===== src/rtl/fetch_pkg.sv =====
// Shared types and constants for the RV32I instruction-fetch stage.
package fetch_pkg;

  typedef enum logic [1:0] {
    REQ,
    WAIT,
    HOLD
  } fetch_state_e;

  localparam logic [31:0] NOP_INSTR_C = 32'h0000_0013;
  localparam logic [31:0] RESET_PC_C  = 32'h0000_0000;

endpackage


===== src/rtl/if_id_reg.sv =====
// IF/ID pipeline register: stall-enable, synchronous flush and reset both produce a bubble.
module if_id_reg
  import fetch_pkg::*;
#(
  parameter int unsigned XLEN      = 32,
  parameter logic [31:0] NOP_INSTR = NOP_INSTR_C
) (
  input  logic            clk,
  input  logic            reset,
  input  logic            en,
  input  logic            flush,
  input  logic            load,
  input  logic [31:0]     instr_i,
  input  logic [XLEN-1:0] pc_i,
  input  logic [XLEN-1:0] pcplus4_i,
  output logic [31:0]     instr_o,
  output logic [XLEN-1:0] pc_o,
  output logic [XLEN-1:0] pcplus4_o,
  output logic            valid_o
);

  logic [31:0]     instr_q, instr_d;
  logic [XLEN-1:0] pc_q, pc_d;
  logic [XLEN-1:0] pcplus4_q, pcplus4_d;
  logic            valid_q, valid_d;

  always_comb begin
    instr_d   = instr_q;
    pc_d      = pc_q;
    pcplus4_d = pcplus4_q;
    valid_d   = valid_q;
    // flush wins over a stalled (disabled) register
    if (flush || (en && !load)) begin
      instr_d   = NOP_INSTR;
      pc_d      = '0;
      pcplus4_d = '0;
      valid_d   = 1'b0;
    end else if (en) begin
      instr_d   = instr_i;
      pc_d      = pc_i;
      pcplus4_d = pcplus4_i;
      valid_d   = 1'b1;
    end
  end

  always_ff @(posedge clk) begin
    if (reset) begin
      instr_q   <= NOP_INSTR;
      pc_q      <= '0;
      pcplus4_q <= '0;
      valid_q   <= 1'b0;
    end else begin
      instr_q   <= instr_d;
      pc_q      <= pc_d;
      pcplus4_q <= pcplus4_d;
      valid_q   <= valid_d;
    end
  end

  assign instr_o   = instr_q;
  assign pc_o      = pc_q;
  assign pcplus4_o = pcplus4_q;
  assign valid_o   = valid_q;

endmodule


===== src/rtl/fetch_unit.sv =====
// Instruction-fetch stage: PC, single-outstanding imem handshake, one-entry hold buffer, IF/ID.
module fetch_unit
  import fetch_pkg::*;
#(
  parameter int unsigned     XLEN      = 32,
  parameter logic [XLEN-1:0] RESET_PC  = RESET_PC_C[XLEN-1:0],
  parameter logic [31:0]     NOP_INSTR = NOP_INSTR_C
) (
  input  logic            clk,
  input  logic            reset,
  input  logic            StallF,
  input  logic            StallD,
  input  logic            BranchE,
  input  logic            BranchTaken,
  input  logic            JumpE,
  input  logic [XLEN-1:0] PCTargetE,
  output logic            imem_req,
  output logic [XLEN-1:0] imem_addr,
  input  logic            imem_gnt,
  input  logic            imem_rvalid,
  input  logic [31:0]     imem_rdata,
  output logic [XLEN-1:0] PCF,
  output logic [31:0]     InstrD,
  output logic [XLEN-1:0] PCD,
  output logic [XLEN-1:0] PCPlus4D,
  output logic            ValidD
);

  fetch_state_e    state_q, state_d;
  logic [XLEN-1:0] pc_q, pc_d;
  logic [XLEN-1:0] req_pc_q, req_pc_d;
  logic [31:0]     hold_q, hold_d;
  logic            kill_q, kill_d;

  logic            redirect;
  logic [XLEN-1:0] redirect_pc;
  logic            deliver;
  logic [31:0]     deliver_instr;
  logic [XLEN-1:0] req_pc_plus4;
  logic            tgt_lsb_unused;

  assign redirect       = JumpE | (BranchE & BranchTaken);
  assign redirect_pc    = {PCTargetE[XLEN-1:2], 2'b00};
  assign tgt_lsb_unused = ^PCTargetE[1:0];
  assign req_pc_plus4   = req_pc_q + XLEN'(4);

  assign imem_req  = (state_q == REQ) & ~StallF;
  assign imem_addr = pc_q;
  assign PCF       = pc_q;

  always_comb begin
    state_d       = state_q;
    pc_d          = pc_q;
    req_pc_d      = req_pc_q;
    hold_d        = hold_q;
    kill_d        = kill_q;
    deliver       = 1'b0;
    deliver_instr = imem_rdata;

    if (redirect) begin
      pc_d = redirect_pc;
    end

    unique case (state_q)
      REQ: begin
        if (imem_req && imem_gnt) begin
          req_pc_d = pc_q;
          state_d  = WAIT;
          // a redirect in the grant cycle poisons the response already in flight
          kill_d   = redirect;
          if (!redirect) begin
            pc_d = pc_q + XLEN'(4);
          end
        end
      end
      WAIT: begin
        if (imem_rvalid) begin
          if (kill_q || redirect) begin
            kill_d  = 1'b0;
            state_d = REQ;
          end else if (!StallD) begin
            deliver = 1'b1;
            state_d = REQ;
          end else begin
            hold_d  = imem_rdata;
            state_d = HOLD;
          end
        end else if (redirect) begin
          kill_d = 1'b1;
        end
      end
      HOLD: begin
        if (redirect) begin
          state_d = REQ;
        end else if (!StallD) begin
          deliver       = 1'b1;
          deliver_instr = hold_q;
          state_d       = REQ;
        end
      end
      default: begin
        state_d = REQ;
      end
    endcase
  end

  always_ff @(posedge clk) begin
    if (reset) begin
      state_q  <= REQ;
      pc_q     <= RESET_PC;
      req_pc_q <= '0;
      hold_q   <= NOP_INSTR;
      kill_q   <= 1'b0;
    end else begin
      state_q  <= state_d;
      pc_q     <= pc_d;
      req_pc_q <= req_pc_d;
      hold_q   <= hold_d;
      kill_q   <= kill_d;
    end
  end

  if_id_reg #(
    .XLEN      (XLEN),
    .NOP_INSTR (NOP_INSTR)
  ) u_if_id (
    .clk       (clk),
    .reset     (reset),
    .en        (~StallD),
    .flush     (redirect),
    .load      (deliver),
    .instr_i   (deliver_instr),
    .pc_i      (req_pc_q),
    .pcplus4_i (req_pc_plus4),
    .instr_o   (InstrD),
    .pc_o      (PCD),
    .pcplus4_o (PCPlus4D),
    .valid_o   (ValidD)
  );

endmodule


===== config.mk =====
export PLATFORM = sky130hd
export DESIGN_NAME = fetch_unit
export DESIGN_NICKNAME = d
export VERILOG_FILES = /design/src/rtl/fetch_pkg.sv /design/src/rtl/if_id_reg.sv /design/src/rtl/fetch_unit.sv
export SDC_FILE = /design/constraint.sdc
export NUM_CORES = 1
export LEC_CHECK = 0
export ABC_AREA = 1
export CAP_MARGIN = 20
export CORE_MARGIN = 4
export CORE_UTILIZATION = 53
export DETAILED_ROUTE_END_ITERATION = 12
export MAX_ROUTING_LAYER = met4
export PLACE_DENSITY = 0.93
export REMOVE_ABC_BUFFERS = 1
export SYNTH_ARGS = -nofsm -noshare
export SYNTH_HDL_FRONTEND = slang
export SYNTH_SLANG_ARGS = --single-unit

===== constraint.sdc =====
create_clock -name clk -period 3.8 [get_ports clk]
set_clock_uncertainty 0.2 [all_clocks]
set_input_delay 0.76 -clock clk [delete_from_list [all_inputs] [get_ports clk]]
set_output_delay 0.76 -clock clk [all_outputs]
set_load 0.01 [all_outputs]

After elaboration in Yosys (flattened, before gate mapping)
Cells that the tools add are included.
- bitwise logic cells: 6
- equal/unequal tests: 7
- add/subtract/negate cells: 2
- muxes and demuxes: 23
- reductions and logical operators: 12
- operators with widths (kind ; count):
    $mux W32 ; 6
    $add A32 B3 Y32 const B ; 2
    $mux W2 ; 6
    $ne A3 B3 Y1 const B ; 3
    $mux W1 ; 8
    $reduce_and A4 Y1 ; 2
    $pmux W2 S3 ; 1
    $pmux W1 S2 ; 2
    $not A1 Y1 ; 3
    $reduce_and A3 Y1 ; 1
    $and A1 B1 Y1 ; 2
    $eq A2 B1 Y1 const B ; 1
    $eq A2 B2 Y1 const B ; 1
    $logic_and A1 B1 Y1 ; 2
    $logic_not A2 Y1 ; 1
    $logic_or A1 B1 Y1 ; 2
    $ne A2 B1 Y1 const B ; 1
    $ne A2 B2 Y1 const B ; 1
    $reduce_and A2 Y1 ; 1
    $reduce_bool A2 Y1 ; 1
    $reduce_or A2 Y1 ; 1
    $logic_not A1 Y1 ; 1
    $or A1 B1 Y1 ; 1
- flip-flop bits (word level): 196

Logic depth before layout (Yosys ltp)
Gate-level depths: netlist (run 1).
- depth in word-level cells: 10
- depth in mapped cells: 12
- depth with buffers taken out: 12

Modules after synthesis
A second synthesis (run 1) with hierarchy kept.
- cell total of the unflattened synthesis: 1688
- area total of the unflattened synthesis: 10570.1 µm²
- modules (own cells, without submodules) (module ; area each (µm²) ; sequential area each (µm²) ; instances ; cells each):
    fetch_unit ; 6203.4 ; 1981.9 ; 1 ; 982
    if_id_reg ; 4366.7 ; 1941.9 ; 1 ; 706

Worst setup path before layout (run 1)
Ideal clock, no wire load.
- path kind: input-to-reg
- start point: input BranchE
- end point: register pc_q[17], in the netlist PCF[17]
- path buffers: 2
- stages: 6
- data required time: 3.485 ns
- arrival: 1.611 ns
- setup slack: 1.873 ns
- setup time: 0.115 ns
- path through: a21oi_4 buf_6 clkbuf_1 o21ai_0 o21ai_0 inv_1
- longest elaborated chain between the ends: 6
- ends and longest elaborated chain (what ; RTL line ; text):
    from (decl) ; fetch_unit.sv:13 ; input logic BranchE,
    $and A1 B1 Y1 * ; fetch_unit.sv:42 ; assign redirect = JumpE | (BranchE & BranchTaken);
    $or A1 B1 Y1 * ; fetch_unit.sv:42 ;
    $mux W32 ; fetch_unit.sv:60 ; if (redirect) begin
    $mux W32 ; fetch_unit.sv:71 ; if (!redirect) begin
    $mux W32 ; fetch_unit.sv:66 ; if (imem_req && imem_gnt) begin
    $mux W32 * ; fetch_unit.sv:64 ; unique case (state_q)
    to (signal assigned) ; fetch_unit.sv:116 ; pc_q <= pc_d;
    to (decl) ; fetch_unit.sv:30 ; logic [XLEN-1:0] pc_q, pc_d;
Mark *: on every way between the ends. The rest lies on a longest branch, timed or not.
A chain may end at the register's enable or synchronous reset.

Final worst setup path (run 1)
- start point: input StallF
- end point: output imem_req
- longest elaborated chain between the ends: 2
- ends and longest elaborated chain (what ; RTL line ; text):
    from (decl) ; fetch_unit.sv:11 ; input logic StallF,
    $not A1 Y1 ; fetch_unit.sv:47 ; assign imem_req = (state_q == REQ) & ~StallF;
    $and A1 B1 Y1 ; fetch_unit.sv:47 ;
    to (decl) ; fetch_unit.sv:17 ; output logic imem_req,
Every way passes these cells.

==> results_dict.tcl, run 1 <==
set metrics [dict create \
    outcome "finished clean" \
    path_max_fanout 2 \
    post_cts_buffers 0 \
    dr.pass1.iters 6 \
    rsz0062_at_grt "no" \
    vias_per_cell 5.50 \
    place_congestion 0.923 \
    yosysTopAreaCell "dfxtp_1" \
    synth_compound_area_share_pct 18.9 \
    fin_cells 1717 \
    dp.cells 1685 \
    netlist_instances 1318 \
    clockRootBuffer "clkbuf_16" \
    drv_slew 0 \
    synth_xor_area_share_pct 1.13 \
    clk_latency_ps 430 \
    rows 48 \
    cts_resized 0 \
    start_util_pct 53.8 \
    place_area_um2 11400 \
    tightest_slew_ps 986 \
    dpl.hpwl_um 19300 \
    core_um2 17200 \
    grt_pass1_vias 9076 \
    die_area_um2 19700 \
    die_w_um 140 \
    drc 0 \
    crit_arrival_ps 1840 \
    ant_nets 0 \
    power_mw 5.07 \
    max-vdd-ir-drop_mv 0.355 \
    layout-drive-gt1-share_pct 7.44 \
    numCtsBuffers 17 \
    yosysWarnings 0 \
    nets 1557 \
    antenna_found_initial 0 \
    synth_top_family_by_area "simple AND/OR/NAND/NOR gates" \
    clockBufferDepth 2 \
    synthTopCellsByCount "nand2_1, dfxtp_1, nor2_1" \
    setup_viol 0 \
    syn_area_per_cell_um2 7.04 \
    hold_violations 0 \
    yosys.cell_types.count 38 \
    ys_ff_latch 194 \
    setup-tns-final_ps 0 \
    fin_crit_ps 2800 \
    io_pins 235 \
    cts_tree "built" \
    ys.flop_type "dfxtp_1" \
    synthMostInstantiatedCell "nand2_1" \
    synth_area_leaders "dfxtp_1, nand2_1, a21oi_1" \
    maxCapViolCount 0 \
    layout-area-overhead-vs-synth_pct 29.5 \
    vias 9435 \
    clkTransAtPathRegs_ps 70 \
    max_freq_mhz 357 \
    final_area_um2 12000 \
    ys_seq_area_share_pct 41.9 \
    dieHeight_um 140 \
    drtIter0Drc 947 \
    hold_path.class "register to register" \
    fin_crit_sh_pct 73.6 \
    worstSetupPathType "primary input to output pin" \
    n_antenna_cell 0 \
    synthSimpleGateAreaFrac_pct 25.9 \
    grt_max_degree 105 \
    netlist_area_um2 9280 \
    critical_path.startpoint_type "primary input" \
    synthMuxAreaShare_pct 0 \
    synth_fa_ha_area_share_pct 0.674 \
    holdBufCountCts 0 \
    clock_sinks 194 \
    htree_levels 4 \
    synthArstFlopShare_pct 0 \
    synth_top_area_share_pct 41.9 \
    power_leakage_nw 4.60 \
    post_drt_wl_per_cell_um 16.0 \
    drt-total-wl_um 27500 \
    p_per_area_nw_per_um2 422 \
    synth_edf_count 0 \
    required_ps 2840 \
    overflow 0 \
    grtUsageTotal_pct 27.9 \
    portBuffers 232 \
    endpoint_kind "output pin" \
    max_slew_margin_pct 34.3 \
    grt_first_pass_wirelength_um 44000 \
]
## critical path, cell delays in order
cell and delay, ps:
clkdlybuf4s50_1 410, nor2_1 110, clkdlybuf4s50_1 550
## routing by layer
metal  vias up  GRT usage [%]  part of all wire [%]
met4         0           12.9                   4.7
li1       4567              -                     -
met3        96           4.44                   7.9
met1      4305           33.2                    38
met2       467           46.3                    49
met5         -              -                     0
## metrics by stage
stage	util [%]	hold WS, ps	worst slack, ps
CTS	69.7	256	993
detailed placement	66.2	246	771
floorplan	-	232	-322
global route	69.7	271	906
global placement	66.2	239	831
finish	69.7	252	1000
## kinds of logic after synthesis
kind of cell | count (synthesis)
adders and majority gates | 5
and+or+nand+nor | 557
AOI/OAI and AO/OA | 318
buffers and inverters | 232
DFF | 194
xor gates and xnor gates | 12
## report_power, final
part	internal, mW	total, mW	switching [mW]
clock network	1.09	1.86	0.773
logic	0.370	0.885	0.515
registers	2.17	2.33	0.159
total	3.63	5.07	1.45
## cells in the final DEF (no fill, tap or decap), drive strengths merged, types with 4 or more instances in the layout
master	synthesis	routed
o21ai	129	129
inv	128	129
ha	5	5
clkbuf	36	23
clkinv	1	4
nor3	13	13
nand2	261	261
dfxtp	194	194
nand3	46	46
xor2	11	11
nand4	11	11
clkdlybuf4s50	0	231
o211ai	13	13
a211oi	33	33
nor2	218	218
a21oi	139	139
buf	67	14
## final timing paths
path	end	depth (start not counted)	startpoint	slack, ps
max	imem_req	3	StallF	1000
min	req_pc_q[0]	2	req_pc_q[0]	250
max reg2reg	u_if_id.instr_o[17]	11	state_q[1]	1520
min reg2reg	req_pc_q[0]	2	req_pc_q[0]	250
## cell type report
type                       count  area, µm²
fill                        1324       5220
multi-input combinational    892       4330
sequential                   194       3880
timing repair buffer         245       2430
inverter                     129        484
clock buffer                  23        478
tap                          225        282
clock inverter                 9        129
## registers in the layout, summed over array words and instances, names as in the netlist
register	cells
u_if_id.pcplus4_o	30
u_if_id.valid_o	1
PCF	32
kill_q	1
req_pc_q	32
u_if_id.pc_o	32
hold_q	32
state_q	2
u_if_id.instr_o	32
(Power assumes the default switching activity.)
==> inputs of run 2 (changes only) <==
--- a/config.mk
+++ b/config.mk
@@ -8,10 +8,10 @@
 export ABC_AREA = 1
 export CAP_MARGIN = 20
 export CORE_MARGIN = 4
-export CORE_UTILIZATION = 53
+export CORE_UTILIZATION = 45
 export DETAILED_ROUTE_END_ITERATION = 12
 export MAX_ROUTING_LAYER = met4
-export PLACE_DENSITY = 0.93
+export PLACE_DENSITY = 0.85
 export REMOVE_ABC_BUFFERS = 1
 export SYNTH_ARGS = -nofsm -noshare
 export SYNTH_HDL_FRONTEND = slang
==> constraint.sdc (replaced) <==
create_clock -name clk -period 2.4 [get_ports clk]
set_clock_uncertainty 0.2 [all_clocks]
set_input_delay 0.48 -clock clk [delete_from_list [all_inputs] [get_ports clk]]
set_output_delay 0.48 -clock clk [all_outputs]
set_load 0.01 [all_outputs]
==> run 2 against run 1 <==
Net effect: hold slack better by 4.4 ps; flip-flop and latch count unchanged; utilization down 9.1 points; routed wire length down 3.6%; power up 56%; count of clock-buffer cells in the layout down 2; combinational power up 64%; critical path type is now register to output pin; critical endpoint is now PCF[20]; highest routed layer unchanged.
==> results_dict.tcl, run 2 (synthesized netlist as in run 1, its figures left out) <==
set metrics [dict create \
    p_per_area_nw_per_um2 645 \
    max_slew_margin_pct 68.1 \
    htree_levels 4 \
    max-vdd-ir-drop_mv 0.541 \
    path_max_fanout 8 \
    grt_pass1_vias 8867 \
    max_freq_mhz 446 \
    crit_arrival_ps 1560 \
    die_area_um2 23000 \
    grt_first_pass_wirelength_um 42900 \
    path_buf_inv 1 \
    rsz0062_at_grt "no" \
    drv_slew 0 \
    hold_end "u_if_id.pcplus4_o[31]" \
    final_area_um2 12300 \
    layout-area-overhead-vs-synth_pct 32.2 \
    setup-tns-final_ps 0 \
    mostFrequentLayoutCell "nand2_1" \
    maxCapViolCount 0 \
    r2r-start "state_q[1]" \
    cp_top_family "buffers and inverters" \
    dieHeight_um 152 \
    fin_crit_ps 2240 \
    reg2reg_to "PCF[20]" \
    rows 52 \
    crit_slowest_cell "clkdlybuf4s50_1" \
    tightest_slew_ps 478 \
    numCtsBuffers 17 \
    fin_crit_sh_pct 93.5 \
    antenna_found_initial 1 \
    nets 1573 \
    clock_sinks 194 \
    grtUsageTotal_pct 23.7 \
    max_stage_delay_ps 610 \
    layout-drive-gt1-share_pct 8.55 \
    start_util_pct 45.8 \
    cts_tree "built" \
    worstHoldPathCells 2 \
    clk_latency_ps 430 \
    clockRootBuffer "clkbuf_16" \
    min_from "u_if_id.pcplus4_o[31]" \
    post_drt_wl_per_cell_um 14.9 \
    drc 0 \
    endpoint_kind "output pin" \
    hold_violations 0 \
    drt-total-wl_um 26500 \
    clkTransAtPathRegs_ps 70 \
    pre_cts_ws_ps -67.4 \
    drtIter0Drc 775 \
    setup_viol 0 \
    outcome "finished clean" \
    io_pins 235 \
    fillers 1781 \
    layout_common_cells "nand2_1, clkdlybuf4s50_1, dfxtp_1, nor2_1, a21oi_1" \
    worstSetupPathType "register to output pin" \
    dpl.hpwl_um 19800 \
    required_ps 1720 \
    grt_max_degree 105 \
    ant_nets 0 \
    worst-path-stages 1 \
    dr.pass1.iters 5 \
    power_leakage_nw 4.70 \
    hold_path.class "register to register" \
    worst_slack_ps 156 \
    rrSetupSlack_ps 390 \
    worstPathCellList "clkdlybuf4s50_1" \
    core_um2 20200 \
    vias 9162 \
    overflow 0 \
    portBuffers 232 \
    die_w_um 152 \
    r2r_cells 11 \
    place_congestion 0.965 \
    clockBufferDepth 2 \
    place_area_um2 11700 \
    critical_path.startpoint_type "register" \
    vias_per_cell 5.15 \
]
[run 2: power by group]
part	total (mW)	switching (mW)	leakage (nW)	internal [mW]
registers	3.68	0.242	1.58	3.43
clock network	2.79	1.28	0.272	1.51
logic	1.45	0.808	2.85	0.640
total	7.91	2.33	4.70	5.58
[run 2: final cells by class]
| class | count | area [µm²] | area share, % |
|---|---|---|---|
| diodes | 1 | 2.50 | 0.0204 |
| clock buffers | 21 | 460 | 3.76 |
| clock inverters | 11 | 114 | 0.929 |
| flip-flops and latches | 194 | 3880 | 31.7 |
| multi-input cells | 892 | 4330 | 35.3 |
| repair buffers | 261 | 2650 | 21.6 |
| inverters | 129 | 484 | 3.95 |
| well taps | 270 | 338 | 2.76 |
[run 2: worst max path at each step]
stage | endpoint | slack, ps | from
after floorplan | u_if_id.pcplus4_o[21] | -1440 | BranchE
after global placement | u_if_id.pc_o[20] | 10 | BranchE
after detailed placement | u_if_id.instr_o[24] | -70 | BranchE
after CTS | PCF[20] | 140 | PCF[20]
after global routing | imem_req | 80 | state_q[1]
final | PCF[20] | 160 | PCF[20]
[run 2: tightest hold or removal path: cells and delay by family, from the launching register on]
family / cells / cell delay [ps]
compound gates: 1 / 50
flops: 1 / 310
simple gates: 1 / 50
[run 2: stage by stage]
stage | util, % | instances | power, mW | hold WS, ps
after floorplan | - | 1215 | 4.44 | 232
after global placement | 57.7 | 1746 | 5.13 | 240
after detailed placement | 57.7 | 1746 | 5.17 | 246
final | 60.6 | 1779 | 7.91 | 256
after global routing | 60.6 | 1779 | 8.29 | 284
after CTS | 60.6 | 1778 | 7.93 | 261
[run 2: timing repair]
action / in CTS / in global routing
hold buffers: 0 / 0
resized for setup: 2 / 0
buffers inserted: 0 / 0
endpoints found under the hold margin: 0 / 0
setup endpoints to repair: 1 / 0
[run 2: layer usage]
layer	GRT usage [%]	vias to the layer above	wire length (µm)
li1	-	4599	-
met1	29.0	4155	10800
met2	38.9	338	12800
met3	4.25	70	1860
met4	9.70	0	937
met5	-	-	0
==> inputs of run 3 (changes only) <==
--- a/config.mk
+++ b/config.mk
@@ -10,6 +10,7 @@
 export CORE_MARGIN = 4
 export CORE_UTILIZATION = 45
 export DETAILED_ROUTE_END_ITERATION = 12
+export GPL_TIMING_DRIVEN = 0
 export MAX_ROUTING_LAYER = met4
 export PLACE_DENSITY = 0.85
 export REMOVE_ABC_BUFFERS = 1
==> run 3 against run 2 <==
Net effect: critical path depth increased by 6; combinational power up 8%; routed wire length rose by 9.1%; first-iteration DRC count rose by 8.0%; utilization up 0.64 points; highest routed layer unchanged; sequential share of layout area down 0.33 points; die area did not move; global-route usage up 0.97 points; flip-flop and latch count unchanged; register-to-register slack lost 220 ps; critical path type is now primary input to register; non-clock buffer count shrank 13.
==> results_dict.tcl, run 3 (synthesized netlist as in run 1, its figures left out) <==
set metrics [dict create \
    outcome "finished clean" \
    layout-drive-gt1-share_pct 8.21 \
    clockRootBuffer "clkbuf_16" \
    grt_first_pass_wirelength_um 44200 \
    final_area_um2 12400 \
    mostFrequentLayoutCell "nand2_1" \
    p_per_area_nw_per_um2 666 \
    drtIter0Drc 837 \
    worstSetupPathType "primary input to register" \
    whs_ps 160 \
    rows 52 \
    dpl.hpwl_um 19000 \
    place_area_um2 11500 \
    endpoint_kind "register" \
    max-vdd-ir-drop_mv 0.484 \
    r2r-start "state_q[0]" \
    dr_wl_met2_um 14000 \
    power_leakage_nw 4.74 \
    rrSetupSlack_ps 170 \
    fin_crit_ps 2280 \
    clkTransAtPathRegs_ps 70 \
    worst_slack_ps 116 \
    dr.pass1.iters 5 \
    vias_per_cell 5.28 \
    hold_violations 0 \
    tightest_slew_ps 687 \
    max_stage_delay_ps 570 \
    dieHeight_um 152 \
    drv_slew 0 \
    cts_tree "built" \
    grtUsageTotal_pct 24.7 \
    clk_latency_ps 430 \
    ant_nets 0 \
    nets 1564 \
    die_area_um2 23000 \
    crit_arrival_ps 2410 \
    place_congestion 0.910 \
    drt-total-wl_um 28900 \
    io_pins 235 \
    clockBufferDepth 2 \
    worstHoldPathCells 3 \
    path_max_fanout 104 \
    overflow 0 \
    hold_end "u_if_id.pc_o[3]" \
    fillers 1728 \
    layout-area-overhead-vs-synth_pct 33.6 \
    seqCellArea_um2 3880 \
    max_slew_margin_pct 54.2 \
    antenna_found_initial 0 \
    r2r_cells 11 \
    core_um2 20200 \
    start_util_pct 45.8 \
    numCtsBuffers 17 \
    crit_slowest_cell "inv_6" \
    pre_cts_ws_ps -1670 \
    die_w_um 152 \
    portBuffers 232 \
    n_antenna_cell 0 \
    rsz0062_at_grt "no" \
    met1_length_um 12200 \
    worstPathCellList "buf_4 -> buf_16 -> inv_6 -> nand2_4 -> nand2_8 -> bufbuf_16 -> nor2_2" \
    drc 0 \
    htree_levels 4 \
    grt_pass1_vias 8754 \
    required_ps 2520 \
    hold_path.class "primary input to register" \
    grt_max_degree 105 \
    multi_input_area_um2 4430 \
    min_from "StallD" \
    routed.top_layer "met4" \
    max_freq_mhz 438 \
    vias 9333 \
    maxCapViolCount 0 \
    critical_path.startpoint_type "primary input" \
    layout_common_cells "nand2_1, clkdlybuf4s50_1, dfxtp_1, nor2_1, a21oi_1" \
    clock_sinks 194 \
    route.met3.wl_um 1670 \
    reg2reg_to "u_if_id.pcplus4_o[22]" \
    fin_util_pct 61.2 \
    post_drt_wl_per_cell_um 16.3 \
    setup_viol 0 \
    fin_crit_sh_pct 95.2 \
]
==> run 3: worst max path at each step <==
| stage | start | end | slack [ps] | cells past startpoint |
|---|---|---|---|---|
| final | StallD | u_if_id.pc_o[18] | 120 | 7 |
| after global routing | BranchTaken | u_if_id.pcplus4_o[22] | 5 | 12 |
| after CTS | state_q[0] | imem_req | -110 | 5 |
| after detailed placement | BranchE | u_if_id.pcplus4_o[22] | -1670 | 12 |
| after global placement | StallD | hold_q[0] | -5680 | 6 |
| after floorplan | BranchE | u_if_id.pcplus4_o[21] | -1440 | 9 |
==> run 3: layout make-up <==
type,instances,share of cell area (%)
well taps,270,2.73
flip-flops and latches,194,31.3
clock inverters,7,0.980
clock buffers,25,4.00
repair buffers,248,21.2
inverters,129,4.02
multi-input cells,896,35.7
==> run 3: power breakdown <==
part           switching (mW)  total (mW)  internal, mW
logic                   0.888        1.56         0.675
registers               0.250        3.68          3.44
clock network            1.24        3.00          1.76
==> run 3: worst max-delay path, delay by kind of cell <==
kind,cells,cell delay (ps)
buffers and inverters,4,1310
AND/OR/NAND/NOR,3,480
==> run 3: what timing repair did <==
item / CTS / global route
gates cloned: 5 / 3
resized for setup: 10 / 9
buffers inserted: 2 / 4
hold buffers: 0 / 0
setup endpoints to repair: 187 / 58
pin swaps: 4 / 2
==> run 3: stage by stage <==
step,TNS (ps),total power [mW],instances
global placement,-787690,5.06,1717
finish,0,8.25,1769
floorplan,-141250,4.44,1215
global route,0,8.58,1769
CTS,-291,8.17,1762
detailed placement,-179340,5.13,1723
==> run 3: routing by layer <==
metal	up-vias	global-route usage, %
met5	-	-
met4	0	10.6
met3	80	3.63
met2	345	39.8
met1	4314	31.0
li1	4594	-
